### src/rtl/lut3_config_loader.sv
// lut3_config_loader: serial writer and readback checker for one 2^ADDR_BITS-entry LUT.
// A truth table taken on a valid/ready handshake is shifted into the LUT MSB
// first. Each bit uses one slot of STEP_CYCLES cycles, and the LUT shifts once,
// in the first cycle of the slot. When VERIFY is set, every address is then
// swept once and the LUT output is compared with the latched table.
//
//   state  | meaning
//   IDLE   | waiting for a table; tbl_ready high
//   SHIFT  | driving cfg_s / cfg_enable, one slot per table bit
//   VERIFY | sweeping lut_addr 0..N-1 and comparing lut_z with the table
//   DONE   | one-cycle done pulse; error / err_addr hold until the next accept

module lut3_config_loader #(
  parameter int ADDR_BITS   = 3,
  parameter int STEP_CYCLES = 1,
  parameter bit VERIFY      = 1'b1
) (
  input  logic                        clk,
  input  logic                        reset,
  input  logic                        tbl_valid,
  output logic                        tbl_ready,
  input  logic [(1<<ADDR_BITS)-1:0]   tbl_data,
  output logic                        cfg_s,
  output logic                        cfg_enable,
  output logic [ADDR_BITS-1:0]        lut_addr,
  input  logic                        lut_z,
  output logic                        busy,
  output logic                        done,
  output logic                        error,
  output logic [ADDR_BITS-1:0]        err_addr
);

  localparam int N = 1 << ADDR_BITS;
  // Slot timer width. It stays at least 1 bit wide, even when STEP_CYCLES = 1
  // and the timer never counts.
  localparam int CNT_W = (STEP_CYCLES > 1) ? $clog2(STEP_CYCLES) : 1;
  localparam logic [CNT_W-1:0]     STEP_LAST = CNT_W'(STEP_CYCLES - 1);
  localparam logic [ADDR_BITS-1:0] IDX_TOP   = ADDR_BITS'(N - 1);

  typedef enum logic [1:0] {
    S_IDLE   = 2'd0,
    S_SHIFT  = 2'd1,
    S_VERIFY = 2'd2,
    S_DONE   = 2'd3
  } state_t;

  state_t                 state_q, state_d;
  logic [N-1:0]           shadow_q, shadow_d;
  logic [ADDR_BITS-1:0]   idx_q, idx_d;
  logic [CNT_W-1:0]       step_q, step_d;
  logic                   cfg_s_q, cfg_s_d;
  logic                   cfg_en_q, cfg_en_d;
  logic [ADDR_BITS-1:0]   addr_q, addr_d;
  logic                   error_q, error_d;
  logic [ADDR_BITS-1:0]   err_addr_q, err_addr_d;

  logic accept;
  logic slot_end;
  logic last_bit;
  logic last_addr;

  assign accept    = tbl_valid && (state_q == S_IDLE);
  assign slot_end  = (step_q == '0);
  assign last_bit  = (idx_q == '0);
  assign last_addr = (addr_q == IDX_TOP);

  // State register. The synchronous reset overrides every state.
  always_ff @(posedge clk) begin
    if (reset) begin
      state_q <= S_IDLE;
    end else begin
      state_q <= state_d;
    end
  end

  // Next-state logic: SHIFT ends on the last slot of bit 0, and VERIFY ends after address N-1.
  always_comb begin
    state_d = state_q;
    case (state_q)
      S_IDLE:   if (accept) state_d = S_SHIFT;
      S_SHIFT:  if (slot_end && last_bit) state_d = VERIFY ? S_VERIFY : S_DONE;
      S_VERIFY: if (last_addr) state_d = S_DONE;
      S_DONE:   state_d = S_IDLE;
      default:  state_d = S_IDLE;
    endcase
  end

  // Datapath next values: shadow table, bit index, slot timer, serial outputs, readback flags.
  always_comb begin
    shadow_d   = shadow_q;
    idx_d      = idx_q;
    step_d     = step_q;
    cfg_s_d    = cfg_s_q;
    cfg_en_d   = 1'b0;
    addr_d     = addr_q;
    error_d    = error_q;
    err_addr_d = err_addr_q;
    case (state_q)
      S_IDLE: begin
        if (accept) begin
          shadow_d   = tbl_data;
          idx_d      = IDX_TOP;
          step_d     = STEP_LAST;
          cfg_s_d    = tbl_data[N-1];
          cfg_en_d   = 1'b1;
          addr_d     = '0;
          error_d    = 1'b0;
          err_addr_d = '0;
        end
      end
      S_SHIFT: begin
        if (!slot_end) begin
          // cfg_s holds its value for the rest of the slot. The enable was only high in the first cycle.
          step_d = step_q - 1'b1;
        end else if (!last_bit) begin
          idx_d    = idx_q - 1'b1;
          step_d   = STEP_LAST;
          cfg_s_d  = shadow_q[idx_q - 1'b1];
          cfg_en_d = 1'b1;
        end else begin
          cfg_s_d = 1'b0;
          addr_d  = '0;
        end
      end
      S_VERIFY: begin
        // Only the first mismatch is recorded.
        if ((lut_z != shadow_q[addr_q]) && !error_q) begin
          error_d    = 1'b1;
          err_addr_d = addr_q;
        end
        addr_d = last_addr ? '0 : addr_q + 1'b1;
      end
      default: begin
      end
    endcase
  end

  // Datapath registers. The LUT-facing outputs come straight from flops.
  always_ff @(posedge clk) begin
    if (reset) begin
      shadow_q   <= '0;
      idx_q      <= '0;
      step_q     <= '0;
      cfg_s_q    <= 1'b0;
      cfg_en_q   <= 1'b0;
      addr_q     <= '0;
      error_q    <= 1'b0;
      err_addr_q <= '0;
    end else begin
      shadow_q   <= shadow_d;
      idx_q      <= idx_d;
      step_q     <= step_d;
      cfg_s_q    <= cfg_s_d;
      cfg_en_q   <= cfg_en_d;
      addr_q     <= addr_d;
      error_q    <= error_d;
      err_addr_q <= err_addr_d;
    end
  end

  // Status outputs decoded from the current state.
  always_comb begin
    tbl_ready = (state_q == S_IDLE);
    busy      = (state_q == S_SHIFT) || (state_q == S_VERIFY);
    done      = (state_q == S_DONE);
  end

  assign cfg_s      = cfg_s_q;
  assign cfg_enable = cfg_en_q;
  assign lut_addr   = addr_q;
  assign error      = error_q;
  assign err_addr   = err_addr_q;

endmodule
### config.mk
export PLATFORM = sky130hd
export DESIGN_NAME = lut3_config_loader
export DESIGN_NICKNAME = d
export VERILOG_FILES = /design/src/rtl/lut3_config_loader.sv
export SDC_FILE = /design/constraint.sdc
export NUM_CORES = 1
export LEC_CHECK = 0
export ABC_AREA = 0
export CAP_MARGIN = 5
export CORE_MARGIN = 2
export CORE_UTILIZATION = 35
export CTS_CLUSTER_DIAMETER = 40
export CTS_CLUSTER_SIZE = 24
export DETAILED_ROUTE_END_ITERATION = 10
export GPL_ROUTABILITY_DRIVEN = 0
export HOLD_SLACK_MARGIN = 0.05
export RECOVER_POWER = 100
export REMOVE_ABC_BUFFERS = 1
export SLEW_MARGIN = 25
export SYNTH_ARGS = -nofsm -noshare
export SYNTH_HDL_FRONTEND = slang
export SYNTH_SLANG_ARGS = --single-unit
export TNS_END_PERCENT = 5
### constraint.sdc
create_clock -name clk -period 2.1 [get_ports clk]
set_input_delay 0.21 -clock clk [delete_from_list [all_inputs] [get_ports clk]]
set_output_delay 0.21 -clock clk [all_outputs]
set_load 0.02 [all_outputs]
==> results.md <==
- Hold_sp: tbl_data[6]
- Hold Path Class: in2reg
- Syn Area/Cell: 8.76 µm²
- CP Capture Type: register
- Fin nets: 181
- Pre-CTS setup slack: 0.165 ns
- Vias per inst: 4.90
- Post-CTS setup repair buffer count: 0
- Leakage power total: 0.575 nW
- Die X: 61.9 µm
- CTS tree: yes
- Clock Pin Slew Worst Setup and Hold Paths: 0.14 ns
- Syn Std Cell Area: 1170 µm²
- FFs w/ async S/R, synth: 0
- Met2 Usage GRT: 0.230
- Critical path type: reg2reg
- Clock Tree Root: clkbuf_4
- Worst stage delay on the critical path: 0.51 ns
- Peak VDD IR: 0.637 mV
- Clock Path Buffers: 2
- Commonest cells in the netlist: nand2_1 (23), dfxtp_1 (22), a21oi_1 (19)
- Slowest CP cell: dfxtp_1
- Die Area: 3830 µm²
- Post-synth top area cell: dfxtp_1
- CP arrival: 2.18 ns
- Core Area: 3280 µm²
- Placed Cells: 202
- FMAX: 521 MHz
- Max-slew violation count: 0
- Cts hold-fix bufs: 0
- Antenna violations before repair: 0
- Top-area cell type share of the netlist area: 0.375
- Number of max-cap violations: 0
- GRT Residual Overflow: 0
- R2R Setup Slk: 0.18 ns
- Final Critical Period: 1.92 ns
- Initial DRC count: 33
- First-pass GRT wire length: 3990 µm
- Post-CTS sizing: 0
- Reg-to-Reg Start: lut_addr[0]$_SDFFE_PP0P_
- Relative slew slack: 0.655
- Run status: finished, final reports clean
- Slew @ Worst Pin: 0.513 ns
- R2R Path End: err_addr[1]$_SDFFE_PP0P_
- DRT Pass-1 Iters: 4
- Top-count cell post-synth: nand2_1
- I/O pins: 24
- Final setup vio count: 0
- Layout cell share with drive strength beyond 1: 0.100
- Fin cells: 206
- Top cells by area, synth: dfxtp_1 (38%), ha_1 (8.5%), a21oi_1 (8.1%), nand2_1 (7.4%), mux4_2 (5.8%)
- GRT Total Usage: 0.139
- Post-DP HPWL: 2000 µm
- Worst Path Required: 2.36 ns
- Post-synth EDFFs: 0
- Seq/Total Area, Yosys: 0.375
- RSZ-0062 raised after global routing: no
- Avg WL per Cell: 12.6 µm
- Endpoints failing hold: 0
- Num CTS Buffers: 3
- Post-route setup slack: 0.179 ns
- Worst skew pair latency: 0.32 ns
- Final TNS setup: 0 ns
- Port Buf Inserts: 23
- Largest net degree at the start of global routing: 14
- Primary FF master, synth: dfxtp_1
- Area Growth Syn to Fin: 27.0%
- Reg2reg path depth: 5
- CP max FO: 7
- Syn Inst Count: 134
- Warnings from Yosys: 0
- CP Launch Type: register
- Die H: 61.9 µm
- Synth unique cells: 27
- Final period utilization: 0.915
- Vias in the first global route: 851
- Hold Path End: shadow_q[6]$_SDFFE_PP0P_
- Power Dens Cells: 1180 nW/µm²
- GRT busiest layer: met2
- H-tree Lvls: 1
- Antenna cells: 0
- Std cell rows: 21
- Hold depth: 3
- Post-Route WL: 2600 µm
- Critical path, cell by cell: mux2i_1 -> mux4_2 -> mux2i_2 -> or3_1 -> a31oi_1
- Met1 Resource Use GR: 0.190
- CTS Sinks: 22
- Clock Skew: 0.0110 ns
- DRT antenna net count: 0
- Yosys reg bits: 22
- Initial core utilization: 0.357
- DRC viols: 0
- GR Util met3: 0.0186
- Vias post-DR: 1010
[cell families (layout without fill, tap and decap cells)]
group / count (synthesis) / in the layout / share of synthesized area
AND/OR/NAND/NOR: 47 / 47 / 0.177
AO/OA/AOI/OAI: 33 / 33 / 0.165
flip-flops: 22 / 22 / 0.375
buffers and inverters: 14 / 40 / 0.0682
multiplexers: 10 / 10 / 0.129
adder cells (fa/ha/maj): 8 / 8 / 0.0853
[state kept, by name, indices dropped and copies added, names as in the netlist]
signal	count
cfg_s	1
idx_q	3
err_addr	3
error	1
shadow_q	8
cfg_enable	1
lut_addr	3
state_q	2
[critical path, delay by kind of cell, from the launching register on]
kind | cells | cell delay, ns
AOI/OAI and AO/OA | 1 | 0.15
DFF | 1 | 0.51
muxes | 3 | 0.85
and+or+nand+nor | 1 | 0.36
[final cells by class]
| class | count | area (µm²) |
|---|---|---|
| Fill cell | 344 | 1790 |
| Multi-Input combinational cell | 98 | 644 |
| Sequential cell | 22 | 440 |
| Timing Repair Buffer | 28 | 265 |
| Tap cell | 46 | 57.6 |
| Clock inverter | 1 | 30.0 |
| Inverter | 8 | 30.0 |
| Clock buffer | 3 | 22.5 |
[metal layers]
layer,up-vias,part of all wire
met5,-,0
met4,0,0
met3,0,0.022
met2,16,0.49
met1,477,0.49
li1,517,-
[through the flow]
stage | instance area [µm²] | hold slack [ns] | power (mW) | utilization
2_1_floorplan | 1120 | 0.279 | 1.18 | -
3_3_place_gp | 1450 | 0.466 | 1.44 | 0.441
3_5_place_dp | 1450 | 0.466 | 1.47 | 0.441
4_1_cts | 1500 | 0.423 | 1.80 | 0.457
5_1_grt | 1490 | 0.404 | 1.90 | 0.454
6_report | 1490 | 0.426 | 1.76 | 0.454
[cell usage in the layout, fill, tap and decap left out]
cell type / netlist / layout
nand2_1: 23 / 23
dfxtp_1: 22 / 22
a21oi_1: 19 / 19
clkdlybuf4s50_1: 0 / 12
nor2_1: 11 / 11
dlygate4sd3_1: 0 / 11
inv_1: 8 / 8
ha_1: 8 / 8
o21ai_0: 6 / 6
mux2i_1: 5 / 5
nand3_1: 4 / 4
or3_1: 4 / 4
buf_4: 0 / 4
mux4_2: 3 / 3
clkbuf_4: 0 / 3
a31oi_1: 2 / 2
a211oi_1: 2 / 2
and2_0: 0 / 1
and2b_2: 1 / 1
mux2i_2: 0 / 1
nand2b_1: 1 / 1
a311oi_1: 1 / 1
nand3b_1: 1 / 1
mux2_2: 1 / 1
a221oi_1: 1 / 1
nor2b_1: 1 / 1
o31a_1: 1 / 1
o221ai_2: 1 / 1
bufinv_16: 0 / 1
clkbuf_2: 0 / 1
[power by group]
group,internal [mW],switching (mW)
clock network,0.193,0.143
registers,0.508,0.0653
logic,0.365,0.489
[worst max-delay path by stage]
stage / startpoint / end / slack, ns / cells past startpoint
6_report: lut_addr[0]$_SDFFE_PP0P_ / err_addr[1]$_SDFFE_PP0P_ / 0.18 / 5
5_1_grt: state_q[0]$_SDFFE_PP0P_ / busy / 0.09 / 3
4_1_cts: lut_addr[0]$_SDFFE_PP0P_ / err_addr[0]$_SDFFE_PP0P_ / 0.15 / 5
3_5_place_dp: lut_addr[0]$_SDFFE_PP0P_ / err_addr[0]$_SDFFE_PP0P_ / 0.16 / 5
3_3_place_gp: lut_addr[0]$_SDFFE_PP0P_ / err_addr[1]$_SDFFE_PP0P_ / 0.24 / 5
2_1_floorplan: lut_addr[0]$_SDFFE_PP0P_ / err_addr[0]$_SDFFE_PP0P_ / 0.10 / 5
Note: power is estimated with default switching activity, not from simulation.
